==> config.mk <==
export PLATFORM = sky130hd
export DESIGN_NAME = tl_ul_a_channel_arbiter_flat
export DESIGN_NICKNAME = d
export VERILOG_FILES = /design/src/rtl/tl_ul_a_channel_arbiter_if.sv /design/src/rtl/tl_ul_a_channel_arbiter.sv /design/src/flat_wrapper.sv
export SDC_FILE = /design/constraint.sdc
export NUM_CORES = 1
export LEC_CHECK = 0
export BUFFER_PORTS_ARGS = -buffer_cell sky130_fd_sc_hd__buf_2
export CAP_MARGIN = 20
export CORE_AREA = 5 5 128 130
export CTS_BUF_LIST = sky130_fd_sc_hd__clkbuf_4
export DETAILED_ROUTE_END_ITERATION = 10
export DIE_AREA = 0 0 133 135
export HOLD_SLACK_MARGIN = 0.15
export PLACE_DENSITY = 0.54
export SYNTH_ARGS = -nofsm -noshare
export SYNTH_HDL_FRONTEND = slang
export SYNTH_SLANG_ARGS = --single-unit
==> constraint.sdc <==
create_clock -name clock -period 3.4 [get_ports clock]
set_clock_uncertainty 0.05 [all_clocks]
set_input_delay 0.34 -clock clock [delete_from_list [all_inputs] [get_ports clock]]
set_output_delay 0.34 -clock clock [all_outputs]
set_load 0.005 [all_outputs]
==> src/rtl/tl_ul_a_channel_arbiter_if.sv <==
// Bundle of the per-requester TileLink-UL ports and the shared downstream
// port. The arbiter connects through the master modport; the requesters
// and the downstream slave connect through the slave modport.
interface tl_ul_a_channel_arbiter_if #(
    parameter int unsigned NUM_REQ = 2,
    parameter int unsigned SRCW    = 2,
    parameter int unsigned SZW     = 3
);
    localparam int unsigned IW = (NUM_REQ > 1) ? $clog2(NUM_REQ) : 1;
    localparam int unsigned AW = 74 + SZW + SRCW;
    localparam int unsigned DW = 38 + SZW + SRCW;

    // Requester side
    logic [NUM_REQ-1:0]    req_a_valid;
    logic [NUM_REQ-1:0]    req_a_ready;
    logic [NUM_REQ*AW-1:0] req_a_bits;
    logic [NUM_REQ-1:0]    req_d_valid;
    logic [NUM_REQ-1:0]    req_d_ready;
    logic [DW-1:0]         req_d_bits;

    // Shared downstream port
    logic                  out_a_valid;
    logic                  out_a_ready;
    logic [AW+IW-1:0]      out_a_bits;
    logic                  out_d_valid;
    logic                  out_d_ready;
    logic [DW+IW-1:0]      out_d_bits;

    // D beat that cannot be attributed (unknown source, or no transaction in flight)
    logic                  d_err;

    modport master (
        input  req_a_valid, req_a_bits, req_d_ready,
        input  out_a_ready, out_d_valid, out_d_bits,
        output req_a_ready, req_d_valid, req_d_bits,
        output out_a_valid, out_a_bits, out_d_ready, d_err
    );

    modport slave (
        output req_a_valid, req_a_bits, req_d_ready,
        output out_a_ready, out_d_valid, out_d_bits,
        input  req_a_ready, req_d_valid, req_d_bits,
        input  out_a_valid, out_a_bits, out_d_ready, d_err
    );
endinterface

==> src/rtl/tl_ul_a_channel_arbiter.sv <==
// Round-robin arbiter sharing one TileLink-UL master port among NUM_REQ
// requesters. Multi-beat Puts hold the grant, the requester index is
// prepended to a_source, D beats are routed back by that index, and each
// requester is limited to MAX_OUTST transactions in flight.
// A beat: {opcode[2:0],param[2:0],size,source,address[31:0],mask[3:0],data[31:0]}
// D beat: {opcode[2:0],param[1:0],size,source,denied,data[31:0]}
module tl_ul_a_channel_arbiter #(
    parameter int unsigned NUM_REQ   = 2,
    parameter int unsigned SRCW      = 2,
    parameter int unsigned SZW       = 3,
    parameter int unsigned MAX_OUTST = 4
) (
    input logic                      clock,
    input logic                      reset_n,
    tl_ul_a_channel_arbiter_if.master tl
);
    localparam int unsigned IW        = (NUM_REQ > 1) ? $clog2(NUM_REQ) : 1;
    localparam int unsigned AW        = 74 + SZW + SRCW;
    localparam int unsigned DW        = 38 + SZW + SRCW;
    localparam int unsigned BCW       = (1 << SZW) - 2;
    localparam int unsigned OW        = $clog2(MAX_OUTST + 1);
    localparam int unsigned A_SRC_LSB = 68;
    localparam int unsigned D_SRC_LSB = 33;
    localparam int unsigned IDX_SPAN  = 1 << IW;
    localparam int unsigned SZ_SPAN   = 1 << SZW;

    localparam logic [2:0] OP_PUT_FULL    = 3'd0;
    localparam logic [2:0] OP_PUT_PARTIAL = 3'd1;
    localparam logic [2:0] OP_ACK_DATA    = 3'd1;

    typedef enum logic {IDLE, BURST} a_state_e;

    a_state_e                     state_q, state_d;
    logic [IW-1:0]                rr_q, rr_d;
    logic [IW-1:0]                lock_q, lock_d;
    logic [BCW-1:0]               a_cnt_q, a_cnt_d;
    logic [BCW-1:0]               d_cnt_q, d_cnt_d;
    logic [NUM_REQ-1:0][OW-1:0]   outst_q, outst_d;

    logic [NUM_REQ-1:0]           full, eligible;
    logic [IW-1:0]                grant, sel;
    logic                         found, a_valid, a_fire, a_first;
    logic [AW-1:0]                sel_bits;
    logic [2:0]                   sel_op;
    logic [SZW-1:0]               sel_size;

    logic [IDX_SPAN-1:0]          idx_map;
    logic [IW-1:0]                d_idx;
    logic                         d_ok, d_fire, d_last, d_uflow;
    logic [2:0]                   d_op;
    logic [SZW-1:0]               d_size;

    // Number of beats minus one for a given size (0 for single-beat sizes)
    function automatic logic [BCW-1:0] beats_m1(input logic [SZW-1:0] sz);
        logic [BCW-1:0] r;
        r = '0;
        for (int unsigned b = 3; b < SZ_SPAN; b++) begin
            if (32'(sz) == b) r = BCW'((1 << (b - 2)) - 1);
        end
        return r;
    endfunction

    // A path: pick the requester (round-robin or locked) and mux it onto the output
    always_comb begin
        int unsigned k;
        k = 0;
        for (int unsigned i = 0; i < NUM_REQ; i++) begin
            full[i] = (outst_q[i] == OW'(MAX_OUTST));
        end
        eligible = tl.req_a_valid & ~full;
        found    = 1'b0;
        grant    = rr_q;
        for (int unsigned i = 0; i < NUM_REQ; i++) begin
            k = 32'(rr_q) + i;
            if (k >= NUM_REQ) k = k - NUM_REQ;
            if (!found && eligible[IW'(k)]) begin
                found = 1'b1;
                grant = IW'(k);
            end
        end
        sel      = (state_q == BURST) ? lock_q : grant;
        sel_bits = '0;
        for (int unsigned i = 0; i < NUM_REQ; i++) begin
            if (IW'(i) == sel) sel_bits = tl.req_a_bits[i*AW +: AW];
        end
        a_valid = reset_n && ((state_q == BURST) ? tl.req_a_valid[sel] : found);
        tl.out_a_valid = a_valid;
        tl.out_a_bits  = {sel_bits[AW-1:A_SRC_LSB+SRCW], sel, sel_bits[A_SRC_LSB+SRCW-1:0]};
        tl.req_a_ready = '0;
        if (a_valid) tl.req_a_ready[sel] = tl.out_a_ready;
        a_fire   = a_valid && tl.out_a_ready;
        sel_op   = sel_bits[AW-1 -: 3];
        sel_size = sel_bits[A_SRC_LSB+SRCW +: SZW];
    end

    // A FSM next state: lock on the first beat of a multi-beat Put, release on the last
    always_comb begin
        state_d = state_q;
        lock_d  = lock_q;
        a_cnt_d = a_cnt_q;
        rr_d    = rr_q;
        a_first = 1'b0;
        case (state_q)
            IDLE: begin
                if (a_fire) begin
                    a_first = 1'b1;
                    rr_d    = (32'(grant) == NUM_REQ - 1) ? '0 : grant + 1'b1;
                    if ((sel_op == OP_PUT_FULL || sel_op == OP_PUT_PARTIAL) &&
                        beats_m1(sel_size) != '0) begin
                        state_d = BURST;
                        lock_d  = grant;
                        a_cnt_d = beats_m1(sel_size);
                    end
                end
            end
            BURST: begin
                if (a_fire) begin
                    a_cnt_d = a_cnt_q - 1'b1;
                    if (a_cnt_q == BCW'(1)) state_d = IDLE;
                end
            end
            default: state_d = IDLE;
        endcase
    end

    // D path: route by source MSBs, drop unknown indices, count AccessAckData beats
    always_comb begin
        for (int unsigned i = 0; i < IDX_SPAN; i++) begin
            idx_map[i] = (i < NUM_REQ);
        end
        d_idx  = tl.out_d_bits[D_SRC_LSB+SRCW +: IW];
        d_ok   = idx_map[d_idx];
        d_op   = tl.out_d_bits[DW+IW-1 -: 3];
        d_size = tl.out_d_bits[D_SRC_LSB+SRCW+IW +: SZW];
        tl.req_d_bits  = {tl.out_d_bits[DW+IW-1:D_SRC_LSB+SRCW+IW],
                          tl.out_d_bits[D_SRC_LSB+SRCW-1:0]};
        tl.req_d_valid = '0;
        tl.out_d_ready = 1'b0;
        if (reset_n) begin
            if (d_ok) begin
                tl.req_d_valid[d_idx] = tl.out_d_valid;
                tl.out_d_ready        = tl.req_d_ready[d_idx];
            end else begin
                tl.out_d_ready = 1'b1;
            end
        end
        d_fire  = reset_n && d_ok && tl.out_d_valid && tl.out_d_ready;
        d_cnt_d = d_cnt_q;
        d_last  = 1'b0;
        if (d_fire) begin
            if (d_cnt_q == '0) begin
                if (d_op == OP_ACK_DATA && beats_m1(d_size) != '0) d_cnt_d = beats_m1(d_size);
                else d_last = 1'b1;
            end else begin
                d_cnt_d = d_cnt_q - 1'b1;
                d_last  = (d_cnt_q == BCW'(1));
            end
        end
    end

    // Outstanding counters: a simultaneous issue and retire on one requester cancel out
    always_comb begin
        logic inc, dec;
        inc     = 1'b0;
        dec     = 1'b0;
        outst_d = outst_q;
        d_uflow = 1'b0;
        for (int unsigned i = 0; i < NUM_REQ; i++) begin
            inc = a_first && (grant == IW'(i));
            dec = d_last && (d_idx == IW'(i));
            if (inc && !dec) begin
                outst_d[i] = outst_q[i] + 1'b1;
            end else if (dec && !inc) begin
                if (outst_q[i] == '0) d_uflow = 1'b1;
                else outst_d[i] = outst_q[i] - 1'b1;
            end
        end
        tl.d_err = reset_n && tl.out_d_valid && (!d_ok || d_uflow);
    end

    // State registers; reset abandons any burst in progress
    always_ff @(posedge clock or negedge reset_n) begin
        if (!reset_n) begin
            state_q <= IDLE;
            rr_q    <= '0;
            lock_q  <= '0;
            a_cnt_q <= '0;
            d_cnt_q <= '0;
            outst_q <= '0;
        end else begin
            state_q <= state_d;
            rr_q    <= rr_d;
            lock_q  <= lock_d;
            a_cnt_q <= a_cnt_d;
            d_cnt_q <= d_cnt_d;
            outst_q <= outst_d;
        end
    end
endmodule

==> src/flat_wrapper.sv <==
// flat-port wrapper written by rule: the top's interface ports become plain ports
module tl_ul_a_channel_arbiter_flat 
#(
    parameter int unsigned NUM_REQ   = 2,
    parameter int unsigned SRCW      = 2,
    parameter int unsigned SZW       = 3,
    parameter int unsigned MAX_OUTST = 4
)
  (clock, reset_n, tl_req_a_valid, tl_req_a_bits, tl_req_d_ready, tl_out_a_ready, tl_out_d_valid, tl_out_d_bits, tl_req_a_ready, tl_req_d_valid, tl_req_d_bits, tl_out_a_valid, tl_out_a_bits, tl_out_d_ready, tl_d_err);
  tl_ul_a_channel_arbiter_if #(.NUM_REQ(NUM_REQ), .SRCW(SRCW), .SZW(SZW)) tl_i ();
  input logic clock;
  input logic reset_n;
  input wire logic [$bits(tl_i.req_a_valid)-1:0] tl_req_a_valid;
  input wire logic [$bits(tl_i.req_a_bits)-1:0] tl_req_a_bits;
  input wire logic [$bits(tl_i.req_d_ready)-1:0] tl_req_d_ready;
  input wire logic [$bits(tl_i.out_a_ready)-1:0] tl_out_a_ready;
  input wire logic [$bits(tl_i.out_d_valid)-1:0] tl_out_d_valid;
  input wire logic [$bits(tl_i.out_d_bits)-1:0] tl_out_d_bits;
  output wire logic [$bits(tl_i.req_a_ready)-1:0] tl_req_a_ready;
  output wire logic [$bits(tl_i.req_d_valid)-1:0] tl_req_d_valid;
  output wire logic [$bits(tl_i.req_d_bits)-1:0] tl_req_d_bits;
  output wire logic [$bits(tl_i.out_a_valid)-1:0] tl_out_a_valid;
  output wire logic [$bits(tl_i.out_a_bits)-1:0] tl_out_a_bits;
  output wire logic [$bits(tl_i.out_d_ready)-1:0] tl_out_d_ready;
  output wire logic [$bits(tl_i.d_err)-1:0] tl_d_err;
  assign tl_i.req_a_valid = tl_req_a_valid;
  assign tl_i.req_a_bits = tl_req_a_bits;
  assign tl_i.req_d_ready = tl_req_d_ready;
  assign tl_i.out_a_ready = tl_out_a_ready;
  assign tl_i.out_d_valid = tl_out_d_valid;
  assign tl_i.out_d_bits = tl_out_d_bits;
  assign tl_req_a_ready = tl_i.req_a_ready;
  assign tl_req_d_valid = tl_i.req_d_valid;
  assign tl_req_d_bits = tl_i.req_d_bits;
  assign tl_out_a_valid = tl_i.out_a_valid;
  assign tl_out_a_bits = tl_i.out_a_bits;
  assign tl_out_d_ready = tl_i.out_d_ready;
  assign tl_d_err = tl_i.d_err;
  tl_ul_a_channel_arbiter #(.NUM_REQ(NUM_REQ), .SRCW(SRCW), .SZW(SZW), .MAX_OUTST(MAX_OUTST)) u_core (.clock(clock), .reset_n(reset_n), .tl(tl_i));
endmodule
# Word level (Yosys, flattened, before mapping)
# Cells that the tools add are included.
[word_totals] reg_bits=21
[classes] n_addsub=10 n_lt_le_gt_ge=8 eq_ne=22 muxes=70 bitwise=7 n_reduce_logical=42
[op_table] operator="$mux 79" count=1
[op_table] operator="$mux 6" count=9
[op_table] operator="$mux 1" count=39
[op_table] operator="$eq 3x3->1 const B" count=10
[op_table] operator="$mux 3" count=8
[op_table] operator="$logic_and 1x1->1" count=20
[op_table] operator="$eq 6x1->1 const B" count=2
[op_table] operator="$pmux 6 s2" count=1
[op_table] operator="$reduce_bool 6->1" count=2
[op_table] operator="$sub 6x1->6 const B" count=2
[op_table] operator="$mux 2" count=5
[op_table] operator="$mux 5" count=2
[op_table] operator="$logic_not 3->1" count=3
[op_table] operator="$lt 1x2->1 const B" count=4
[op_table] operator="$mux 4" count=2
[op_table] operator="$ne 2x1->1 const B" count=4
[op_table] operator="$reduce_and 2->1" count=4
[op_table] operator="$add 3x1->3 const B" count=2
[op_table] operator="$and 2x2->2" count=3
[op_table] operator="$eq 3x1->1 const B" count=2
[op_table] operator="$eq 3x2->1 const B" count=2
[op_table] operator="$logic_not 1->1" count=6
[op_table] operator="$logic_not 6->1" count=1
[op_table] operator="$reduce_and 3->1" count=2
[op_table] operator="other kinds (14)" count=23

# Logic depth before layout (Yosys ltp)
# Gate-level depths: netlist of the first run.
[depth] ltp_word=27 depth_mapped=13 depth_no_buf=13

# Least setup slack after synthesis of the first run
# Ideal clock, no wire load.
[synth_path] path_kind="reg-to-reg" from="reg u_core.outst_q[3] in the netlist's numbering" to="reg u_core.outst_q[2] in the netlist's numbering" arrival_ps=2535 required_ps=3227 slack_ps=692 path_stages_with_launch=12 path_buffers=0 period_less_slack_ps=2708 path_cell_list="dfrtp_1 -> or4b_2 -> o21ai_2 -> nor3_1 -> nand2b_1 -> inv_1 -> ha_1 -> inv_1 -> fa_1 -> xnor2_1 -> nand2_1 -> xnor2_1"
[synth_via] elab_chain_cells=22
[synth_lines] element="start, declared" line="tl_ul_a_channel_arbiter.sv:38" text="logic [NUM_REQ-1:0][OW-1:0] outst_q, outst_d;"
[synth_lines] element="start signal, assigned" line="tl_ul_a_channel_arbiter.sv:196" text="outst_q <= outst_d;"
[synth_lines] element="$eq 3x3->1 *" line="tl_ul_a_channel_arbiter.sv:68" text="full[i] = (outst_q[i] == OW'(MAX_OUTST));"
[synth_lines] element="$not 2->2 *" line="tl_ul_a_channel_arbiter.sv:70" text="eligible = tl.req_a_valid & ~full;"
[synth_lines] element="$and 2x2->2 *" line="tl_ul_a_channel_arbiter.sv:70"
[synth_lines] element="$mux 1 (not written as such) (2 in series)" line="tl_ul_a_channel_arbiter.sv:76" text="if (!found && eligible[IW'(k)]) begin"
[synth_lines] element="$mux 1" line="tl_ul_a_channel_arbiter.sv:76"
[synth_lines] element="$logic_not 1->1" line="tl_ul_a_channel_arbiter.sv:76"
[synth_lines] element="$logic_and 1x1->1" line="tl_ul_a_channel_arbiter.sv:76"
[synth_lines] element="$mux 1" line="tl_ul_a_channel_arbiter.sv:76"
[synth_lines] element="(+5 left out)"
[synth_lines] element="$logic_and 1x1->1" line="tl_ul_a_channel_arbiter.sv:91" text="a_fire = a_valid && tl.out_a_ready;"
[synth_lines] element="$mux 1" line="tl_ul_a_channel_arbiter.sv:105" text="if (a_fire) begin"
[synth_lines] element="$mux 1" line="tl_ul_a_channel_arbiter.sv:103" text="case (state_q)"
[synth_lines] element="$logic_and 1x1->1 *" line="tl_ul_a_channel_arbiter.sv:169" text="inc = a_first && (grant == IW'(i));"
[synth_lines] element="$logic_not 1->1" line="tl_ul_a_channel_arbiter.sv:173" text="end else if (dec && !inc) begin"
[synth_lines] element="$logic_and 1x1->1" line="tl_ul_a_channel_arbiter.sv:173"
[synth_lines] element="$reduce_bool 2->1 (no source line)"
[synth_lines] element="$reduce_and 2->1 (no source line)"
# Every way passes the cells marked *; elsewhere a longest branch is shown, timed or not. The select of a mux whose other input is x is not followed.
# A chain may end at the register's enable or synchronous reset.

# Worst setup path in the final report of the first run
[layout_path] from="reg u_core.outst_q[3] in the netlist's numbering" to="out tl_d_err"
[layout_via] elab_chain_cells=27
[layout_lines] element="$eq 3x3->1" line="tl_ul_a_channel_arbiter.sv:68"
[layout_lines] element="$not 2->2" line="tl_ul_a_channel_arbiter.sv:70"
[layout_lines] element="$and 2x2->2" line="tl_ul_a_channel_arbiter.sv:70"
[layout_lines] element="$mux 1 (not written as such) (2 in series)" line="tl_ul_a_channel_arbiter.sv:76"
[layout_lines] element="$mux 1" line="tl_ul_a_channel_arbiter.sv:76"
[layout_lines] element="$logic_not 1->1" line="tl_ul_a_channel_arbiter.sv:76"
[layout_lines] element="$logic_and 1x1->1" line="tl_ul_a_channel_arbiter.sv:76"
[layout_lines] element="$mux 1" line="tl_ul_a_channel_arbiter.sv:76"
[layout_lines] element="(+10 left out)"
[layout_lines] element="$logic_and 1x1->1" line="tl_ul_a_channel_arbiter.sv:173"
[layout_lines] element="$mux 1" line="tl_ul_a_channel_arbiter.sv:173"
[layout_lines] element="$mux 1" line="tl_ul_a_channel_arbiter.sv:171" text="if (inc && !dec) begin"
[layout_lines] element="$mux 1" line="tl_ul_a_channel_arbiter.sv:174" text="if (outst_q[i] == '0) d_uflow = 1'b1;"
[layout_lines] element="$mux 1" line="tl_ul_a_channel_arbiter.sv:173"
[layout_lines] element="$mux 1 *" line="tl_ul_a_channel_arbiter.sv:171"
[layout_lines] element="$logic_or 1x1->1 *" line="tl_ul_a_channel_arbiter.sv:178" text="tl.d_err = reset_n && tl.out_d_valid && (!d_ok || d_uflow);"
[layout_lines] element="$logic_and 1x1->1 *" line="tl_ul_a_channel_arbiter.sv:178"
[layout_lines] element="end, declared" line="flat_wrapper.sv:25" text="output wire logic [$bits(tl_i.d_err)-1:0] tl_d_err;"
# Marks and branches as above.

==> metrics.yaml, run 1 <==
sta:
  finalHoldViolCount: 0
  fin_crit_ns: 3.17
  tightest_slew_ns: 0.547
  setup_violations: 0
  max_freq_mhz: 315
  max_slew_margin_pct: 63.3
  slew_viol_final: 0
  post-route-period-util_pct: 93.4
  whs_ns: 0.333
placement:
  place.gp.congestion: 0.866
  io_buffer_count: 265
  dp_hpwl_um: 12600
synth:
  ys.warnings.count: 0
  syn_nets: 539
  synth-edff-count: 0
  synth_cells: 319
  ys.flop_type: "dfrtp_1"
  synth.yosys.seq_area_share_pct: 18.4
  synth_seq_cells: 21
  synth_cell_types: 47
  syn-cell-area_um2: 2860
  syn_area_per_cell_um2: 8.96
  synthArstFlopShare_pct: 100
clock_network:
  cts_root_buffer: "clkbuf_4"
  path_clk_slew_ns: 0.13
  cts_tree: "built"
  clock_latency_ns: 0.31
  cts_num_sinks: 21
  cts_buffers: 3
  cts_buffer_depth: 2
  cts_max_level: 1
die:
  dieArea_um2: 18000
  initial_core_util_pct: 19.0
  die_h_um: 135
  ioPinCount: 340
  core_area_um2: 15000
  rows: 45
  die_w_um: 133
drt:
  drt_iter0_markers: 138
  vias: 3156
  wire_per_inst_um: 19.4
  first_pass_iters: 4
  antenna_left: 0
  vias_per_cell: 4.31
  drc: 0
  wl_um: 14200
pwr:
  p_leak_nw: 2.07
  ir_worst_vdd_mv: 0.126
  powerDensity_nw_per_um2: 221
cells_and_area:
  nets: 761
  layout_commonest_cell: "buf_2"
  postLayoutCoreUtil_pct: 27.8
  area_growth_syn_to_layout_pct: 46.2
  drive_gt1_share_pct: 69.1
  layout_common_cells: "buf_2, mux2_2, nand2_1, dfrtp_1, nor2_1"
setup_path:
  crit_arrival_ns: 2.78
  crit_type: "flip-flop to output pin"
  crit_required_ns: 3.01
  critPathMaxFanout: 5
  worstSetupEndpointType: "output pin"
  cp-start-kind: "flip-flop"
worst_hold_path:
  hold_path.class: "input port to async pin"
flow_run:
  cap_violations: 0
global_route:
  grt_pass1_wl_um: 19800
  grt_max_degree: 47
  grt_pass1_vias: 3278
  overflow: 0
  grt_usage_pct: 14.4
  antenna_found_initial: 12
run_status:
  status: "finished clean"
## cells in the mapped netlist (all sizes together), types with 2 or more instances
master / count / share of area, %
a22oi: 3 / 0.79
nor4: 4 / 0.88
o21ai: 12 / 2.2
mux2: 83 / 33
or3: 3 / 0.66
nor2: 18 / 2.4
inv: 14 / 1.8
or3b: 3 / 0.92
nand4: 2 / 0.44
xnor2: 4 / 1.2
buf: 54 / 13
dfrtp: 21 / 18
fa: 2 / 1.4
nor3b: 2 / 0.70
a221o: 3 / 1.1
nand2: 24 / 3.2
a21oi: 12 / 2.1
nor3: 10 / 1.8
nand2b: 5 / 1.2
and2: 2 / 0.44
nor2b: 3 / 0.66
mux2i: 6 / 2.2
nand3: 5 / 0.88
ha: 8 / 3.5
## registers in the layout (all words and copies together) (netlist names)
signal and count:
u_core.a_cnt_q 6, u_core.d_cnt_q 6, u_core.outst_q 6, u_core.lock_q 1, u_core.rr_q 1, u_core.state_q 1
## path summary, 6_finish.rpt
check / startpoint / endpoint / slack [ns] / cells past startpoint
worst min register to register: u_core.d_cnt_q[1] / u_core.d_cnt_q[1] / 0.50 / 2
worst max-delay path: u_core.outst_q[3] / tl_d_err / 0.23 / 10
max in group asynchronous: reset_n / u_core.outst_q[0] / 2.46 / 3
worst max register to register: u_core.outst_q[3] / u_core.outst_q[2] / 0.44 / 11
worst min-delay path: reset_n / u_core.d_cnt_q[1] / 0.33 / 2
min in group clock: tl_out_d_bits[38] / u_core.d_cnt_q[1] / 0.35 / 3
## power breakdown
part	switching [W]	internal [W]
combinational	0.000211	0.000236
sequential	0.0000420	0.000296
clock	0.0000844	0.0000538
## per-stage QoR
stage	power [W]	instance area, um^2	setup slack (ns)	cells	setup TNS (ns)
CTS	0.000934	4130	0.00114	726	0
floorplan	0.000598	2860	0.692	319	0
finish	0.000923	4180	0.226	732	0
global placement	0.000786	4090	0.457	721	0
detailed placement	0.000790	4090	0.365	721	0
global route	0.00101	4170	-0.00945	729	-0.00945
## cell type report
class                      count  area [um^2]
fill                        1627        10900
antenna                        4         10.0
sequential                    21          527
clock buffer                   4         30.0
inverter                      14         52.6
tap                          188          235
multi-input combinational    229         1920
timing repair buffer         272         1410
## worst max-delay path, stage by stage (launching register included)
cell      delay [ns]
dfrtp_1         0.47
or3b_1          0.47
a211oi_2        0.40
nor3_2          0.13
nand2_1         0.14
inv_1           0.05
ha_1            0.23
nor4_2          0.21
a22oi_1         0.15
nor2_1          0.10
buf_2           0.12
## kinds of logic (layout without fill, tap and decap cells)
| family | count (synthesis) | in the layout | share of synthesized area, % |
|---|---|---|---|
| mux | 89 | 89 | 34.9 |
| flops | 21 | 21 | 18.4 |
| buf+inv | 69 | 290 | 15.3 |
| xor+xnor | 4 | 4 | 1.23 |
| compound gates | 40 | 40 | 9.85 |
| simple gates | 86 | 86 | 15.4 |
| fa+ha+maj | 10 | 10 | 4.90 |
| other cells | 0 | 4 | 0 |
## layer usage
metal	GRT usage, %	vias to the layer above	part of all wire (%)
met2	21.6	195	44
met5	0	-	0.15
met3	9.09	8	16
li1	-	1543	-
met1	18.0	1406	40
met4	1.33	4	0.36
## repair_timing
action / CTS / global route
buffers inserted: 0 / 2
endpoints found under the setup margin: 0 / 1
hold buffers: 1 / 0
resized for setup: 0 / 5
hold endpoints to repair: 21 / 0
Power figures use the tool's default switching activity.
==> run 2, diff against run 1 <==
Settings changed: MAX_ROUTING_LAYER from default to met4.
Clock period 3.4 ns to 3.84 ns, I/O delays scaled along.
==> run 2 against run 1 <==
Die area did not move. Critical path depth did not move. Worst hold slack improved by 0.023 ns. Clock-buffer cell count fell by 1. Cell area fell by 1.3%. Critical path type unchanged.
==> metrics.yaml, run 2 (same netlist as run 1, synthesis figures left out) <==
run_status:
  status: "finished clean"
clock_network:
  postCtsSetupRepairBufs: 0
  cts_buffers: 3
  clock_latency_ns: 0.33
  path_clk_slew_ns: 0.15
  cts_num_sinks: 21
  cts_max_level: 1
  cts_root_buffer: "clkbuf_4"
  cts_buffer_depth: 2
  cts_tree: "built"
setup_path:
  crit_required_ns: 3.41
  critPathLaunch: "u_core.d_cnt_q[4]"
  cp-start-kind: "flip-flop"
  crit_arrival_ns: 2.92
  worstSetupEndpointType: "output pin"
  crit_type: "flip-flop to output pin"
  crit-reg2reg-launch: "u_core.outst_q[3]"
  timing.critical_path.cells: "nor3_1 -> nor2b_1 -> o21ai_0 -> a21oi_1 -> nand2b_1 -> ha_1 -> nor4_1 -> a22oi_1 -> nor2_1 -> buf_2"
  critPathMaxFanout: 6
  r2r_cells: 11
  r2r_slack_ns: 0.92
  crit_path_top_delay_cell: "dfrtp_1"
  regToRegEndpoint: "u_core.outst_q[2]"
  cpPeakStageDelay_ns: 0.43
drt:
  wl_um: 14000
  drt_iter0_markers: 112
  first_pass_iters: 4
  vias: 3167
  vias_per_cell: 4.30
  antenna_left: 0
  wire_per_inst_um: 19.0
  drc: 0
die:
  die_h_um: 135
  ioPinCount: 340
  rows: 45
  die_w_um: 133
  initial_core_util_pct: 19.0
  dieArea_um2: 18000
  core_area_um2: 15000
global_route:
  use_met2_pct: 21.8
  use_met3_pct: 8.12
  top_usage_layer: "met2"
  grt_pass1_vias: 3300
  antenna_found_initial: 14
  grt_usage_pct: 14.8
  grt_pass1_wl_um: 19700
  gr-usage-met1_pct: 18.3
  overflow: 0
  grt_max_degree: 47
sta:
  fin_crit_ns: 3.36
  max_slew_margin_pct: 62.1
  fin_setup_tns_ns: 0
  post-route-period-util_pct: 87.4
  whs_ns: 0.356
  max_freq_mhz: 298
  setup_violations: 0
  finalHoldViolCount: 0
  tightest_slew_ns: 0.564
  rsz0062_at_grt: "no"
  slew_viol_final: 0
cells_and_area:
  layout_commonest_cell: "buf_2"
  layout_common_cells: "buf_2, mux2_2, nand2_1, dfrtp_1, nor2_1"
  drive_gt1_share_pct: 68.0
  area_growth_syn_to_layout_pct: 44.4
  final_area_um2: 4130
  nets: 758
  nFillCells: 1637
  reg.largest.list: "u_core.a_cnt_q (6), u_core.d_cnt_q (6), u_core.outst_q (6)"
  stdcell_count: 736
pwr:
  p_leak_nw: 2.04
  ir_worst_vdd_mv: 0.0881
  powerDensity_nw_per_um2: 196
flow_run:
  cap_violations: 0
placement:
  dp_hpwl_um: 12600
  dp_cells: 720
  placed_area_um2: 4060
  place.gp.congestion: 0.859
  io_buffer_count: 265
worst_hold_path:
  hold_path.class: "input port to async pin"
## run 2: cell types whose count changed in the layout (fill, tap and decap cells not counted)
cell,delta
a22oi_1,+1
a22oi_2,-1
buf_12,-2
buf_4,-1
clkbuf_4,-1
clkinvlp_4,+1
dfrtp_1,+1
dfrtp_2,-1
diode_2,+7
nor3_1,+1
nor3_2,-1
nor4_1,+2
nor4_2,-2
## run 2: how the worst max path moves through the flow
stage	endpoint	slack (ns)	cells after the start
final	tl_d_err	0.48	10
after global routing	tl_d_err	0.20	12
after CTS	tl_d_err	0.44	10
after detailed placement	tl_d_err	0.82	10
after global placement	tl_d_err	0.87	10
after floorplan	u_core.outst_q[2]	1.13	11
## run 2: metrics by stage
stage / setup WS [ns] / power (W) / util, %
5_1_grt: 0.196 / 0.000881 / 27.3
6_report: 0.484 / 0.000808 / 27.4
2_1_floorplan: 1.13 / 0.000530 / -
3_5_place_dp: 0.817 / 0.000694 / 27.0
3_3_place_gp: 0.870 / 0.000694 / 27.0
4_1_cts: 0.440 / 0.000819 / 27.3
## run 2: cell type report
| class | instances | area (um^2) | share of cell area (%) |
|---|---|---|---|
| multi-input cells | 229 | 1900 | 46.0 |
| repair buffers | 269 | 1360 | 32.9 |
| flip-flops and latches | 21 | 526 | 12.7 |
| well taps | 188 | 235 | 5.70 |
| inverters | 14 | 52.6 | 1.27 |
| diodes | 11 | 27.5 | 0.667 |
| clock buffers | 3 | 22.5 | 0.546 |
| clock inverters | 1 | 7.51 | 0.182 |
## run 2: layer usage
| layer | up-vias | share of wire, % |
|---|---|---|
| met5 | - | 0 |
| met4 | 0 | 0.14 |
| met3 | 2 | 16 |
| met2 | 187 | 44 |
| met1 | 1433 | 39 |
| li1 | 1545 | - |
## run 2: timing repair
action | CTS | global route
endpoints found under the hold margin | 21 | 0
hold buffers | 1 | 0
resized for setup | 0 | 0
## run 2: critical path: cells and delay by family, from the launching register on
family | cells | cell delay, ns
AO/OA/AOI/OAI | 3 | 0.55
adder cells (fa/ha/maj) | 1 | 0.23
buffers and inverters | 1 | 0.12
flip-flops | 1 | 0.43
AND/OR/NAND/NOR | 5 | 1.26
## run 2: power breakdown
group          internal [W]  leakage, nW  switching, W
sequential         0.000262        0.255     0.0000371
clock             0.0000398       0.0140     0.0000825
combinational      0.000205         1.77      0.000181
